File: config.mk
export PLATFORM = sky130hd
export DESIGN_NAME = iic_write8
export DESIGN_NICKNAME = d
export VERILOG_FILES = /design/src/rtl/iic_write8.sv
export SDC_FILE = /design/constraint.sdc
export NUM_CORES = 1
export LEC_CHECK = 0
export ABC_CLOCK_PERIOD_IN_PS = 1800
export CAP_MARGIN = 25
export CELL_PAD_IN_SITES_DETAIL_PLACEMENT = 1
export CELL_PAD_IN_SITES_GLOBAL_PLACEMENT = 2
export CORE_MARGIN = 10
export CORE_UTILIZATION = 26
export CTS_CLUSTER_DIAMETER = 40
export CTS_CLUSTER_SIZE = 20
export DETAILED_ROUTE_END_ITERATION = 16
export PLACE_DENSITY_LB_ADDON = 0.1
export SKIP_CTS_REPAIR_TIMING = 1
export SLEW_MARGIN = 10
export SYNTH_ARGS = -nofsm -noshare
export SYNTH_HDL_FRONTEND = slang
export SYNTH_SLANG_ARGS = --single-unit
File: constraint.sdc
create_clock -name clk -period 1.8 [get_ports clk]
set_input_delay 0.36 -clock clk [delete_from_list [all_inputs] [get_ports clk]]
set_output_delay 0.36 -clock clk [all_outputs]
set_load 0.005 [all_outputs]
File: src/rtl/iic_write8.sv
// iic_write8: shifts one byte out on SDA, MSB first, then samples the
// slave's ACK bit. SCL timing comes from an external divider through the
// scl_lc (centre of the low phase) and scl_hc (centre of the high phase)
// strobes. START/STOP conditions are generated elsewhere.
module iic_write8 (
    input  logic       clk,
    input  logic       rst,
    input  logic       start,
    input  logic [7:0] data_in,
    input  logic       scl_lc,
    input  logic       scl_hc,
    input  logic       scl,
    input  logic       sda,
    output logic       sda_out,
    output logic       sdalink,
    output logic       busy,
    output logic       done,
    output logic       ack_ok
);

    localparam logic [1:0] ST_IDLE = 2'd0;
    localparam logic [1:0] ST_TX   = 2'd1;
    localparam logic [1:0] ST_ACK  = 2'd2;
    localparam logic [1:0] ST_FIN  = 2'd3;

    logic [1:0] state_reg;
    logic [7:0] shreg_reg;
    logic [2:0] bcnt_reg;
    logic       bit_valid_reg;
    logic       sda_out_reg;
    logic       sdalink_reg;
    logic       ack_ok_reg;

    // A strobe only counts when the SCL level agrees with it; this also
    // resolves the case where both strobes arrive in the same cycle.
    logic lc_ok;
    logic hc_ok;
    assign lc_ok = scl_lc & ~scl;
    assign hc_ok = scl_hc & scl;

    // Byte transmit state machine: present a bit in each low phase, count it
    // in the following high phase, then release SDA and sample the ACK.
    always_ff @(posedge clk) begin
        if (rst) begin
            state_reg     <= ST_IDLE;
            shreg_reg     <= 8'h00;
            bcnt_reg      <= 3'd7;
            bit_valid_reg <= 1'b0;
            sda_out_reg   <= 1'b1;
            sdalink_reg   <= 1'b0;
            ack_ok_reg    <= 1'b0;
        end else begin
            case (state_reg)
                ST_IDLE: begin
                    sdalink_reg <= 1'b0;
                    if (start) begin
                        shreg_reg     <= data_in;
                        bcnt_reg      <= 3'd7;
                        bit_valid_reg <= 1'b0;
                        state_reg     <= ST_TX;
                    end
                end
                ST_TX: begin
                    if (lc_ok) begin
                        sdalink_reg   <= 1'b1;
                        sda_out_reg   <= shreg_reg[bcnt_reg];
                        bit_valid_reg <= 1'b1;
                    end else if (hc_ok && bit_valid_reg) begin
                        // A high-phase strobe before the bit was presented
                        // is not counted (bit_valid_reg gates it).
                        bit_valid_reg <= 1'b0;
                        if (bcnt_reg == 3'd0) begin
                            state_reg <= ST_ACK;
                        end else begin
                            bcnt_reg <= bcnt_reg - 3'd1;
                        end
                    end
                end
                ST_ACK: begin
                    if (lc_ok) begin
                        // Release SDA for the slave; park sda_out at its idle
                        // level here so it only ever moves during SCL low.
                        sdalink_reg   <= 1'b0;
                        sda_out_reg   <= 1'b1;
                        bit_valid_reg <= 1'b1;
                    end else if (hc_ok && bit_valid_reg) begin
                        ack_ok_reg    <= ~sda;
                        bit_valid_reg <= 1'b0;
                        state_reg     <= ST_FIN;
                    end
                end
                default: begin
                    // ST_FIN: one-cycle done; a start here is ignored.
                    sdalink_reg <= 1'b0;
                    state_reg   <= ST_IDLE;
                end
            endcase
        end
    end

    assign sda_out = sda_out_reg;
    assign sdalink = sdalink_reg;
    assign ack_ok  = ack_ok_reg;
    assign busy    = (state_reg != ST_IDLE);
    assign done    = (state_reg == ST_FIN);

endmodule

# --- Word-level counts from Yosys, hierarchy flattened ---
# Index checks and enable logic that the tools add are counted.
totals:
  wordCells: 65
  reg_bits: 17
classes:
  magnitude_cmp: 1
  muxes: 23
  bitwise_logic: 5
  n_addsub: 1
  reduce_logical: 15
  eq_ne: 13
ops:
  columns: ["op", "count"]
  rows:
  - ["$ne A2 B2 Y1 const B", 9]
  - ["$mux W2", 6]
  - ["$mux W3", 4]
  - ["$reduce_and A3 Y1", 3]
  - ["$reduce_bool A2 Y1", 4]
  - ["$mux W1", 7]
  - ["$pmux W1 S2", 3]
  - ["$pmux W2 S3", 1]
  - ["$pmux W3 S2", 1]
  - ["$reduce_and A6 Y1", 1]
  - ["$reduce_and A5 Y1", 1]
  - ["$eq A2 B2 Y1 const B", 2]
  - ["$lt A3 B4 Y1 const B", 1]
  - ["$reduce_and A2 Y1", 2]
  - ["$bmux W1 S3", 1]
  - ["$logic_not A3 Y1", 1]
  - ["$ne A3 B1 Y1 const B", 1]
  - ["$not A1 Y1", 3]
  - ["$sub A3 B1 Y3 const B", 1]
  - ["$and A1 B1 Y1", 2]
  - ["$eq A2 B1 Y1 const B", 1]
  - ["$logic_not A2 Y1", 1]
  - ["$reduce_or A2 Y1", 1]
  - ["$logic_and A1 B1 Y1", 1]

# --- Depth between registers and ports, before layout ---
depth:
  word_depth: 5
  depth_mapped: 6
  mapped_depth_nobuf: 6

# --- Worst setup path after synthesis ---
# Ideal clock, no wire load.
synth_path:
  path_kind: "flip-flop to flip-flop"
  start: "reg state_reg[0]"
  end: "reg state_reg[1]"
  n_path_buf: 0
  path_slack_ns: 0.039
  t_arrival_ns: 1.634
  period_less_slack_ns: 1.761
  t_required_ns: 1.672
  stages_incl_launch_ff: 7
  cell_sequence: "dfxtp_1 -> inv_1 -> ha_1 -> or2_2 -> a221oi_1 -> mux2i_1 -> nor2_1"
synth_via:
  elab_chain_len: 3
  elab_cells_between_ends: 11
synth_rtl:
  columns: ["item", "line", "source"]
  rows:
  - ["start: declaration", "26", "logic [1:0] state_reg;"]
  - ["start signal: assignment", "45", "state_reg <= ST_IDLE;"]
  - ["start signal: assignment", "60", "state_reg <= ST_TX;"]
  - ["start signal: assignment", "73", "state_reg <= ST_ACK;"]
  - ["$eq A2 B1 Y1, or another cell as far along", "53", "case (state_reg)"]
  - ["$ne A2 B2 Y1 (no line)", null, null]
  - ["$reduce_and A6 Y1 (no line)", null, null]
# Parallel ways exist; a longest one is shown, timed or not.
# A chain may end at the register's enable or synchronous reset.

# --- Worst setup path in the final report ---
# Same ends and word-level chain as after synthesis.

==> run metrics <==
combinational power share=54.0%; Final Max Slew Viols=0; DRC viols=0; cell taking the most area after synthesis=dfxtp_1; number of max-cap violations=0; R2R cell count=7; Reg power frac=31.7%; Pre-Repair DR Iteration Count=3; Post-Synth Simple-Gate Area=22.36%; Syn-to-layout area delta=44.58%; share of cells above drive strength 1=around 22%; sequential element share of the synthesized area=37.78%; crit end category=flop; syn nets=124; Yosys warning count=0; final-report hold violation count=0; final wirelength=around 2500 um; first-pass GRT wire length=4133 um; Clock Sinks=17; mux cell area share after synthesis=between 8 and 9%; largest net degree at the start of global routing=11; CTS buffer count=3; Rows=21; Placed Area=1206 sq um; clock share of power=14.3%; Slowest cell on crit path=dfxtp_4; post-route ant nets=0; Yosys cell types=29; Die W=between 70 and 80 um; count of state elements after synthesis=17; core area=3337 sq um; sw power=0.0006150 W; DRT iter0 DRCs=19; port bufs=19; Buf/Inv on CP=2; Mapped Cells=102; PwrDens=1223 nW/um^2; Hold Crit Start=shreg_reg[2]; setup violators final=0; fin crit share=93.89%; Post-synth EDFFs=0; Peak VDD IR=~0.50 mV; Reg-to-Reg Start=state_reg[0]; Worst Skew=2.628 ps; clock slew at reported path FFs=between 100 and 150 ps; post-synth top area share=37.78%; Critical Path AT=1900 ps; Routed WL per cell=between 10 and 15 um; Crit path max-delay family=flip-flops; die area=between 6000 and 7000 sq um; XOR/XNOR share of the synthesized area=0%; fillers=411; sequence of cells on the critical path=inv_1 > ha_1 > or2_2 > a221oi_2 > buf_4 > mux2i_1 > nor2_1; main combinational cell family by area after synthesis=simple AND/OR/NAND/NOR gates; Top Ports=20; CTS root buf=clkbuf_4; r2r endpoint=state_reg[1]; vias per cell=4.687; post-layout min period=1690 ps; Net Sw Frac=38.62%; Synth Area in Compound Gates=17.08%; Inserted Diodes=0; number of flip-flops in the largest register=8; Initial Util=a little over a quarter; Synth Area in Adders=9.722%; Hold WC Path Type=flop to flop; commonest cells in the netlist=dfxtp_1, a21oi_1, nor2_1; Top FF cell, synth=dfxtp_1; status=finished, final reports clean; total grt overflow=0; antenna violations before repair=0; Critical Path Source Type=flop; net count of the finished layout=156; f_max=between 500 and 600 MHz; Crit path largest cell delay=slightly below 400 ps; routability-driven placement congestion ratio=0.7128; vias in the first global route=874; Internal Pwr Total=0.0009774 W; RSZ-0062 raised after global routing=yes; Hold Path End=shreg_reg[2]; Leakage=0.5859 nW; Post-synth ARST share=0%; Syn Std Cell Area=approximately 900 sq um; Crit Path Category=flop to flop; H-Tree Depth=1; Avg Cell Area, Syn=8.832 sq um; vias post-DR=approximately 840; gr usage total=8.328%; Critical Path RT=2010 ps; Final Instance Area=1303 sq um; Slew headroom=between 70 and 80%; flop-to-flop setup slack=110 ps; Slew @ Worst Pin=409.5 ps; Synth area leaders=dfxtp_1, ha_1, a21oi_1; Final Core Density=39.03%; dominant cell by count in the synthesized netlist=dfxtp_1; clk_lat worst skew=310 ps; Longest Clk Path Bufs=2; Die Height=78.87 um; hold path depth=2; critical path fanouts, max=5; Post-DP HPWL=about 2000 um; CTS tree=yes
[layer usage]
layer | wire, um | track usage [%] | up-vias | share of wire [%]
met4 | 38 | 3.763 | 0 | 1.5
met2 | 1200 | 12.75 | 13 | 48
met3 | 84 | 2.252 | 4 | 3.4
li1 | - | - | 419 | -
met1 | 1161 | 10.64 | 403 | 47
met5 | 0 | 0 | - | 0
[metrics by stage]
step | cells | power, W | TNS, ps | hold slack, ps | setup slack (ps)
after global routing | 179 | 0.001747 | 0 | 489.2 | 1.233
after CTS | 177 | 0.001495 | -402.2 | 463.7 | -250.3
final | 179 | 0.001592 | 0 | 460.0 | 110.0
after detailed placement | 173 | 0.001261 | -667.2 | 447.4 | -173.5
after floorplan | 102 | 0.0009590 | 0 | 431.5 | 38.61
after global placement | 173 | 0.001250 | -586.6 | 439.7 | -139.1
[layout by cell type, fill, tap and decap left out, drive strengths merged, types with 2 or more instances in the layout]
cell type / n
a21oi: 12
nor2: 11
clkbuf: 3
buf: 12
ha: 7
o21ai: 2
clkdlybuf4s50: 17
nor2b: 2
mux4: 2
inv: 7
a211oi: 2
nand2: 10
nand3: 9
and3: 3
dlymetal6s2s: 2
dfxtp: 17
o21bai: 2
[worst max-delay path by stage]
stage / to / depth (start not counted) / slack (ps) / startpoint
3_5_place_dp: bcnt_reg[0] / 5 / -170 / scl
2_1_floorplan: state_reg[1] / 6 / 40 / state_reg[0]
4_1_cts: busy / 4 / -250 / state_reg[0]
3_3_place_gp: state_reg[1] / 6 / -140 / scl
6_report: state_reg[1] / 7 / 110 / state_reg[0]
5_1_grt: state_reg[0] / 7 / 1 / state_reg[0]
[area by class of cell]
cell class	count	area (sq um)	area share (%)
clock buffers	3	22.52	1.729
clock inverters	1	5.005	0.3842
inverters	7	26.28	2.017
multi-input cells	74	553.0	42.46
flip-flops and latches	17	349.1	26.80
well taps	46	57.56	4.419
repair buffers	31	289.0	22.19
[power groups by stage]
stage | registers, W | logic, W | clock network (W)
global route | 0.000516 | 0.000977 | 0.000255
detailed placement | 0.000510 | 0.000751 | 0
global placement | 0.000507 | 0.000743 | 0
CTS | 0.000501 | 0.000758 | 0.000235
floorplan | 0.000495 | 0.000464 | 0
finish | 0.000505 | 0.000859 | 0.000228
[worst reg2reg max path: cells and delay by family, from the launching register on]
kind	cells	cell delay [ps]
buffers and inverters	2	240
AOI/OAI and AO/OA	1	230
adders and majority gates	1	220
and+or+nand+nor	2	340
muxes	1	180
DFF	1	390
[cell families (layout without fill, tap and decap cells)]
logic type	count (synthesis)	after routing
flip-flops	17	17
buffers and inverters	11	42
AND/OR/NAND/NOR	41	41
AO/OA/AOI/OAI	22	22
adder cells (fa/ha/maj)	7	7
multiplexers	4	4
(Power assumes the default switching activity.)
